**config.mk**
```make
export PLATFORM = sky130hd
export DESIGN_NAME = model2axis_if
export DESIGN_NICKNAME = d
export VERILOG_FILES = /design/src/rtl/model_if_pkg.sv /design/src/rtl/resp_fifo.sv /design/src/rtl/model2axis_if.sv
export SDC_FILE = /design/constraint.sdc
export NUM_CORES = 2
export LEC_CHECK = 0
export ABC_CLOCK_PERIOD_IN_PS = 9400
export BUFFER_PORTS_ARGS = -buffer_cell sky130_fd_sc_hd__buf_2
export CAP_MARGIN = 20
export CORE_MARGIN = 1
export CORE_UTILIZATION = 65
export CTS_CLUSTER_DIAMETER = 150
export DETAILED_ROUTE_END_ITERATION = 8
export MAX_ROUTING_LAYER = met4
export PLACE_DENSITY_LB_ADDON = 0.2
export SYNTH_ARGS = -nofsm -noshare
export SYNTH_HDL_FRONTEND = slang
export SYNTH_HIERARCHICAL = 1
export SYNTH_SLANG_ARGS = --single-unit
```
**constraint.sdc**
```tcl
create_clock -name core_clk -period 9.4 [get_ports core_clk]
set_clock_uncertainty 0.1 [all_clocks]
set_input_delay 0 -clock core_clk [delete_from_list [all_inputs] [get_ports core_clk]]
set_output_delay 0 -clock core_clk [all_outputs]
set_load 0.005 [all_outputs]
```
**src/rtl/model_if_pkg.sv**
```systemverilog
// Shared definitions for the memory-model test loop interfaces (model2axis_if and axis2model_if).
// Holds the header framing constants, header field positions, the transmit FSM state type and a
// helper that assembles a response header word.
package model_if_pkg;

  // Header framing: bit31 marks the first word of every packet in both directions.
  localparam int unsigned HDR_FLAG = 31;
  localparam logic [6:0]  RESP_TAG = 7'h20;

  // Header field positions and widths.
  localparam int unsigned HDR_TAG_LSB = 24;
  localparam int unsigned HDR_TAG_W   = 7;
  localparam int unsigned HDR_SEQ_LSB = 16;
  localparam int unsigned HDR_SEQ_W   = 8;
  localparam int unsigned HDR_LEN_LSB = 0;
  localparam int unsigned HDR_LEN_W   = 8;

  typedef enum logic [1:0] {
    StIdle,
    StHeader,
    StPayload
  } tx_state_e;

  // {1'b1, RESP_TAG, seq, 8'h00, len}
  function automatic logic [31:0] make_resp_header(input logic [HDR_SEQ_W-1:0] seq,
                                                   input logic [HDR_LEN_W-1:0] len);
    logic [31:0] hdr;
    hdr = '0;
    hdr[HDR_FLAG] = 1'b1;
    hdr[HDR_TAG_LSB +: HDR_TAG_W] = RESP_TAG;
    hdr[HDR_SEQ_LSB +: HDR_SEQ_W] = seq;
    hdr[HDR_LEN_LSB +: HDR_LEN_W] = len;
    return hdr;
  endfunction

endpackage

```
**src/rtl/resp_fifo.sv**
```systemverilog
// Synchronous first-word-fall-through FIFO for DUT result words.
// Ports:
//   clk_i, rst_ni       clock and synchronous active-low reset
//   wr_en_i, wr_data_i  push request and data; ignored while full
//   rd_en_i             pop request; ignored while empty
//   rd_data_o           current head word, valid whenever empty_o is low
//   count_o             number of stored words (registered)
//   full_o, empty_o     flags derived from the registered count
// DEPTH must be a power of two so the pointers wrap naturally.
module resp_fifo #(
  parameter int unsigned WIDTH = 32,
  parameter int unsigned DEPTH = 64
) (
  input  logic                         clk_i,
  input  logic                         rst_ni,
  input  logic                         wr_en_i,
  input  logic [WIDTH-1:0]             wr_data_i,
  input  logic                         rd_en_i,
  output logic [WIDTH-1:0]             rd_data_o,
  output logic [$clog2(DEPTH+1)-1:0]   count_o,
  output logic                         full_o,
  output logic                         empty_o
);

  localparam int unsigned PtrW = (DEPTH > 1) ? $clog2(DEPTH) : 1;
  localparam int unsigned CntW = $clog2(DEPTH + 1);

  logic [WIDTH-1:0] mem_q [DEPTH];
  logic [PtrW-1:0]  wr_ptr_q, rd_ptr_q;
  logic [CntW-1:0]  count_q;
  logic             do_push, do_pop;

  assign full_o    = (count_q == CntW'(DEPTH));
  assign empty_o   = (count_q == '0);
  assign count_o   = count_q;
  assign do_push   = wr_en_i & ~full_o;
  assign do_pop    = rd_en_i & ~empty_o;
  assign rd_data_o = mem_q[rd_ptr_q];

  always_ff @(posedge clk_i) begin
    if (!rst_ni) begin
      wr_ptr_q <= '0;
      rd_ptr_q <= '0;
      count_q  <= '0;
    end else begin
      if (do_push) wr_ptr_q <= wr_ptr_q + PtrW'(1);
      if (do_pop)  rd_ptr_q <= rd_ptr_q + PtrW'(1);
      case ({do_push, do_pop})
        2'b10:   count_q <= count_q + CntW'(1);
        2'b01:   count_q <= count_q - CntW'(1);
        default: count_q <= count_q;
      endcase
    end
  end

  // Storage carries no reset; only the pointers define what is valid.
  always_ff @(posedge clk_i) begin
    if (do_push) mem_q[wr_ptr_q] <= wr_data_i;
  end

endmodule

```
**src/rtl/model2axis_if.sv**
```systemverilog
// Return-path transmitter: buffers DUT result words and emits them as framed AXI-Stream packets
// (one header word, then 1..MAX_BURST payload words, tlast on the final word).
// Ports:
//   core_clk, rst_n       clock and synchronous active-low reset
//   dut_data, dut_valid   result words from the DUT, no backpressure
//   flush                 forces emission of everything buffered (ignored when empty or busy)
//   core2gtp_t*           AXI-Stream master toward the GTP link
//   overflow, drop_cnt    sticky drop flag and saturating drop counter
//   tx_busy               FSM is sending a packet
module model2axis_if
  import model_if_pkg::*;
#(
  parameter int unsigned FIFO_DEPTH   = 64,
  parameter int unsigned MAX_BURST    = 16,
  parameter int unsigned IDLE_TIMEOUT = 64
) (
  input  logic        core_clk,
  input  logic        rst_n,
  input  logic [31:0] dut_data,
  input  logic        dut_valid,
  input  logic        flush,
  output logic [31:0] core2gtp_tdata,
  output logic        core2gtp_tvalid,
  input  logic        core2gtp_tready,
  output logic        core2gtp_tlast,
  output logic        overflow,
  output logic [15:0] drop_cnt,
  output logic        tx_busy
);

  localparam int unsigned CntW  = $clog2(FIFO_DEPTH + 1);
  localparam int unsigned IdleW = $clog2(IDLE_TIMEOUT + 1);
  localparam logic [CntW-1:0]  BurstMax  = CntW'(MAX_BURST);
  localparam logic [7:0]       BurstMax8 = 8'(MAX_BURST);
  localparam logic [IdleW-1:0] IdleMax   = IdleW'(IDLE_TIMEOUT);

  logic [31:0]     fifo_rdata;
  logic [CntW-1:0] fifo_count;
  logic            fifo_full, fifo_empty, fifo_pop;

  tx_state_e        state_q, state_d;
  logic [7:0]       seq_q, seq_d;
  logic [7:0]       burst_len_q, burst_len_d;
  logic [7:0]       rem_q, rem_d;
  logic [31:0]      hdr_q, hdr_d;
  logic [IdleW-1:0] idle_cnt_q, idle_cnt_d;
  logic             overflow_q;
  logic [15:0]      drop_cnt_q;
  logic             start;
  logic             drop;

  resp_fifo #(
    .WIDTH (32),
    .DEPTH (FIFO_DEPTH)
  ) u_resp_fifo (
    .clk_i     (core_clk),
    .rst_ni    (rst_n),
    .wr_en_i   (dut_valid),
    .wr_data_i (dut_data),
    .rd_en_i   (fifo_pop),
    .rd_data_o (fifo_rdata),
    .count_o   (fifo_count),
    .full_o    (fifo_full),
    .empty_o   (fifo_empty)
  );

  // Registered full flag: a same-cycle pop never makes room for this push.
  assign drop = dut_valid & fifo_full;

  assign start = (fifo_count >= BurstMax) ||
                 (!fifo_empty && ((idle_cnt_q == IdleMax) || flush));

  always_comb begin
    idle_cnt_d = idle_cnt_q;
    if (dut_valid || fifo_empty || (state_q != StIdle)) begin
      idle_cnt_d = '0;
    end else if (idle_cnt_q != IdleMax) begin
      idle_cnt_d = idle_cnt_q + IdleW'(1);
    end
  end

  always_comb begin
    state_d         = state_q;
    seq_d           = seq_q;
    burst_len_d     = burst_len_q;
    rem_d           = rem_q;
    hdr_d           = hdr_q;
    fifo_pop        = 1'b0;
    core2gtp_tvalid = 1'b0;
    core2gtp_tdata  = '0;
    core2gtp_tlast  = 1'b0;
    case (state_q)
      StIdle: begin
        if (start) begin
          state_d     = StHeader;
          burst_len_d = (fifo_count >= BurstMax) ? BurstMax8 : 8'(fifo_count);
          hdr_d       = make_resp_header(seq_q, burst_len_d);
        end
      end
      StHeader: begin
        core2gtp_tvalid = 1'b1;
        core2gtp_tdata  = hdr_q;
        if (core2gtp_tready) begin
          state_d = StPayload;
          rem_d   = burst_len_q;
        end
      end
      StPayload: begin
        // FWFT head stays put until accepted; later pushes only touch the tail.
        core2gtp_tvalid = 1'b1;
        core2gtp_tdata  = fifo_rdata;
        core2gtp_tlast  = (rem_q == 8'd1);
        if (core2gtp_tready) begin
          fifo_pop = 1'b1;
          rem_d    = rem_q - 8'd1;
          if (rem_q == 8'd1) begin
            seq_d   = seq_q + 8'd1;
            state_d = StIdle;
          end
        end
      end
      default: state_d = StIdle;
    endcase
  end

  always_ff @(posedge core_clk) begin
    if (!rst_n) begin
      state_q     <= StIdle;
      seq_q       <= '0;
      burst_len_q <= '0;
      rem_q       <= '0;
      hdr_q       <= '0;
      idle_cnt_q  <= '0;
      overflow_q  <= 1'b0;
      drop_cnt_q  <= '0;
    end else begin
      state_q     <= state_d;
      seq_q       <= seq_d;
      burst_len_q <= burst_len_d;
      rem_q       <= rem_d;
      hdr_q       <= hdr_d;
      idle_cnt_q  <= idle_cnt_d;
      if (drop) begin
        overflow_q <= 1'b1;
        if (drop_cnt_q != 16'hFFFF) drop_cnt_q <= drop_cnt_q + 16'd1;
      end
    end
  end

  assign overflow = overflow_q;
  assign drop_cnt = drop_cnt_q;
  assign tx_busy  = (state_q != StIdle);

endmodule
```
**Word-level counts from Yosys, hierarchy flattened**

Memories as Yosys holds them, arrays and structs flattened. A register that Yosys moved wholly into a read port is not among the register bits.
Cells that the tools add are included.
Widths: inputs -> output; s select.

- $add $sub $neg: 8
- Multipliers: 0
- Div/mod/pow operators: 0
- $lt $le $gt $ge: 1
- Eq/ne operators: 13
- Shifts and indexed selects: 0
- Muxes and demuxes: 19
- Bitwise gates (word level): 6
- Reduce and logical (&&, ||, !) cells: 18

Operators with widths:

| operator | number |
|---|---|
| $pmux 32 s2 | 1 |
| $add 16x1->16 const B | 1 |
| $mux 8 | 2 |
| $ne 16x16->1 const B | 1 |
| $pmux 8 s2 | 1 |
| $add 7x1->7 const B | 2 |
| $eq 7x7->1 const B | 2 |
| $pmux 7 s2 | 1 |
| $add 6x1->6 const B | 2 |
| $mux 6 | 2 |
| $add 8x1->8 const B | 1 |
| $eq 8x1->1 const B | 1 |
| $mux 2 | 4 |
| $ne 2x2->1 const B | 4 |
| $sub 8x1->8 const B | 1 |
| $ge 7x5->1 const B | 1 |
| $logic_not 7->1 | 1 |
| $mux 7 | 1 |
| $ne 7x7->1 const B | 1 |
| $sub 7x1->7 const B | 1 |
| $mux 1 | 6 |
| $pmux 2 s3 | 1 |
| $reduce_and 3->1 | 2 |
| $reduce_bool 2->1 | 3 |
| 11 further kinds | 22 |

- Register bits after elaboration: 85
- Latch bits: 0
- RAM bits: 2,048
- Bits in read-only memories: 0
- Output and inout port bits: 52
- Word-level logic and storage cells: 77
- Memories: 1

Memory list:

| memory | depth | bits a word | read ports | clocked after memory_dff | wr ports | line | RTL |
|---|---|---|---|---|---|---|---|
| u_resp_fifo.mem_q | 64 | 32 | 1 | 1 | 1 | resp_fifo.sv:28 | `logic [WIDTH-1:0] mem_q [DEPTH];` |

**Logic depth before layout (Yosys ltp)**

- Depth after elaboration: 6
- Gate-level depth with buffers: 15
- Depth with buffers taken out: 13

**By module**

The synthesis kept the hierarchy.

Modules (own cells, without submodules):

| module | instances | cells an instance | area an instance (µm²) |
|---|---|---|---|
| resp_fifo | 1 | 3,482 | 79,269.8 |
| model2axis_if | 1 | 373 | 3,144.3 |

**Least setup slack after synthesis**

OpenSTA, ideal clock, no wires.

- Path kind: register -> register
- From: register u_resp_fifo.count_q[1] (netlist: u_resp_fifo/count_o[1])
- To: memory u_resp_fifo.mem_q[31][0], enable pin
- Library setup time: 423 ps
- Arrival: 2,779 ps
- Slack: 6,098 ps
- Cell stages (with the launch flop): 6
- Buffers on the path: 1
- Cell sequence: dfxtp_1 -> buf_2 -> nor3_1 -> a31oi_2 -> nand4_1 -> nor2_1

- Cells in the longest elaborated chain, start to end: 5

Ends and longest elaborated chain:

| what | line | RTL |
|---|---|---|
| start: declaration | resp_fifo.sv:30 | `logic [CntW-1:0] count_q;` |
| start signal: assignment | resp_fifo.sv:49 | `2'b10: count_q <= count_q + CntW'(1);` |
| start signal: assignment | resp_fifo.sv:50 | `2'b01: count_q <= count_q - CntW'(1);` |
| start signal: assignment | resp_fifo.sv:51 | `default: count_q <= count_q;` |
| $eq 7x7->1 | resp_fifo.sv:33 | `assign full_o = (count_q == CntW'(DEPTH));` |
| $not 1->1 | resp_fifo.sv:36 | `assign do_push = wr_en_i & ~full_o;` |
| $and 1x1->1 | resp_fifo.sv:36 |  |
| $mux 1 | resp_fifo.sv:58 | `if (do_push) mem_q[wr_ptr_q] <= wr_data_i;` |
| $mux 1 (implied by the code) | resp_fifo.sv:58 |  |
| end: declaration | resp_fifo.sv:28 |  |

Every way passes these cells.

==> impl_metrics.ini <==
[cts]
clock-root-buffer = clkbuf_16
clock_latency_ns = 0.84
cts_buffers = 201
cts_tree = built
postCtsSetupRepairBufs = 0
cts_sinks = 2131
clkTransAtPathRegs_ns = 0.07
cts_buffer_depth = 3
cts.htree.levels = 4
post_cts_resized = 0

[placed_design]
dpl.hpwl_um = 110000
gp_congestion = 0.851
port_buffers = 88

[run_status]
status = completed

[global_route]
antenna_found_initial = 7
grtUsageTotal_pct = 34.3
grt_max_degree = 118
grt_pass1_wl_um = 296000
overflow = 0
grt_pass1_vias = 41600

[synthesis]
synth_ff_type = edfxtp_1
synth.distinct_cells = 77
netlist_area_um2 = 82400
ys_top_cells_by_area = edfxtp_1, mux4_2, dfxtp_1, mux2i_1, nor2_1
ys_top_cells_by_count = edfxtp_1, mux4_2, nor2_1
seq_area_frac_synth_pct = 76.6
synth_nets = 3906
ys_ff_latch = 2131
yosys_warnings = 6
postSynthAreaPerCell_um2 = 21.4
synthCells = 3855
yosysMostFrequentCell = edfxtp_1
synth_top_cell_by_area = edfxtp_1
synth_edf_count = 2048
async_reset_ff_share_pct = 0
yosysTopAreaCellShare_pct = 74.6

[critical_path]
worst-endpoint-arrival_ns = 5.24
worst_ep_required_time_ns = 9.30
crit_type = register to primary output
critPathLaunchType = register
reg2reg_slack_ns = 5.46
r2r_cells = 5
crit_chain = buf_4 > buf_12 > mux4_2 > o22ai_1 > nor3_1 > nor2_1 > a221oi_1 > a22o_1 > buf_2
slowest_stage = a221oi_1
critPathBufInv = 3
critPathMaxStageDelay_ns = 1.12
reg2reg_to = u_resp_fifo/mem_q[12][13]
critPathMaxFanout = 88
end_kind = primary output
crit_family = compound AO/OA/AOI/OAI gates
worstReg2RegStart = u_resp_fifo/count_o[2]

[routing]
drc = 0
ant_nets = 0
via_count = 42200
post_drt_wl_per_cell_um = 35.3
drt_iter0_drc = 6484
firstDrtPassIters = 8
routed_wl_um = 209000
routed_via_density = 7.11

[power]
power_mw = 18.8
pwr-share-seq_pct = 55.5
power_switching_mw = 3.76
power.density_nw_per_um2 = 204
clock_power_share_pct = 42.3
swShare_pct = 20.0
power_frac_comb_pct = 2.2
p_int_mw = 15.1
irDropWorstVdd_mv = 0.215
power.leakage_nw = 28.3

[cells_and_area]
area_growth_pct = 12.0
fill_cells = 6899
seqCellArea_um2 = 63200
drive_gt1_share_pct = 26.5
nets = 4151
utilization_pct = 73.4
multi_input_area_um2 = 18400

[die]
fp-row-count = 130
die_x_um = 358
core_um2 = 126000
ios = 89
dieArea_um2 = 128000
fp.dieH_um = 358
initial_core_util_pct = 65.5

[timing]
slew_headroom_pct = 4.04
rsz0062_at_grt = false
hold_violations = 0
fin_crit_sh_pct = 56.8
tns_ns = 0
setup_viol = 0
fin_crit_ns = 5.34
fmax_ghz = 0.187
tightest_slew_ns = 1.44
slew_viol_final = 0

[min_path]
min_from = dut_data[1]
min_path_type = input pin to register
worstHoldPathCells = 2
hold_end = u_resp_fifo/mem_q[12][1]

[flow_run]
drv_cap = 0
## layout make-up
class | count | area share [%]
timing repair buffer | 261 | 2.36
clock inverter | 124 | 1.17
clock buffer | 254 | 5.85
sequential | 2131 | 68.4
multi-input combinational | 1484 | 19.9
inverter | 21 | 0.0854
tap | 1650 | 2.24
antenna | 4 | 0.0108
## worst max-delay path by stage
stage / cells past startpoint / start / end / slack (ns)
after floorplan: 5 / u_resp_fifo/count_o[1] / u_resp_fifo/mem_q[31][0] / 6.10
after global placement: 9 / register / core2gtp_tdata[20] / 4.90
after detailed placement: 8 / register / core2gtp_tdata[29] / 5.00
after CTS: 9 / register / core2gtp_tdata[3] / 4.07
after global routing: 9 / register / core2gtp_tdata[16] / 3.98
final: 9 / register / core2gtp_tdata[3] / 4.06
## cell usage in the layout (no fill, tap or decap), drive strengths merged, types with 27 or more instances in the layout
cell and n:
dfxtp 83, a22o 49, o221ai 27, mux2 27, clkbuf 255, nand2 76
o21ai 41, a21oi 98, clkinv 93, nor3 32, buf 221, and3 29
o22ai 74, nor2 136, mux2i 85, edfxtp 2048, nand3 34, mux4 502
dlygate4sd3 39, a221oi 54
## sequential cells by signal (all words and copies together) (netlist names), named ones only
| signal | flops |
|---|---|
| state_q | 2 |
| u_resp_fifo/rd_ptr_q | 6 |
| rem_q | 8 |
| seq_q | 8 |
| idle_cnt_q | 7 |
| u_resp_fifo/mem_q | 2048 |
| u_resp_fifo/wr_ptr_q | 6 |
| u_resp_fifo/count_o | 7 |
| overflow | 1 |
| burst_len_q | 6 |
| drop_cnt | 16 |
| hdr_q | 10 |
## cell families (layout without fill, tap and decap cells)
kind of cell | count (synthesis) | in the layout | synth area share (%)
xor gates and xnor gates | 23 | 23 | 0.244
adders and majority gates | 14 | 14 | 0.213
DFF | 2131 | 2131 | 76.6
and+or+nand+nor | 421 | 421 | 2.57
AOI/OAI and AO/OA | 412 | 412 | 3.51
other | 0 | 4 | 0
buffers and inverters | 240 | 660 | 1.71
muxes | 614 | 614 | 15.1
## worst reg2reg max path: cells and delay by family (launching register included)
| family | cells | cell delay (ns) |
|---|---|---|
| simple gates | 3 | 1.86 |
| compound gates | 1 | 0.57 |
| flops | 1 | 0.52 |
| buf+inv | 1 | 0.52 |
## power by group through the flow
stage | combinational (mW) | clock [mW] | sequential, mW
floorplan | 0.150 | 0 | 10.6
global placement | 0.360 | 0 | 10.6
detailed placement | 0.374 | 0 | 10.6
CTS | 0.390 | 8.03 | 10.4
global route | 0.436 | 8.38 | 10.4
finish | 0.415 | 7.98 | 10.4
## through the flow
stage                     setup slack [ns]  cell area, µm²  hold slack [ns]  cells
final                                 4.06           92300           0.0224   5929
after global routing                  3.98           92300           0.0360   5929
after CTS                             4.07           91900            0.113   5905
after detailed placement              5.00           85100            0.327   5489
after global placement                4.90           85000            0.330   5484
after floorplan                       6.10           82400         -0.00113   3855
## metal layers
layer | up-vias | wire length (µm) | track usage (%)
li1 | 16800 | - | -
met5 | - | 0 | -
met2 | 2902 | 102000 | 52.9
met4 | 0 | 9170 | 13.6
met1 | 22000 | 74500 | 45.7
met3 | 461 | 23700 | 6.94
## repair_timing
item,CTS,global route
endpoints found under the setup margin,0,0
endpoints found under the hold margin,2110,3
hold buffers,38,1
Power figures use the tool's default switching activity.
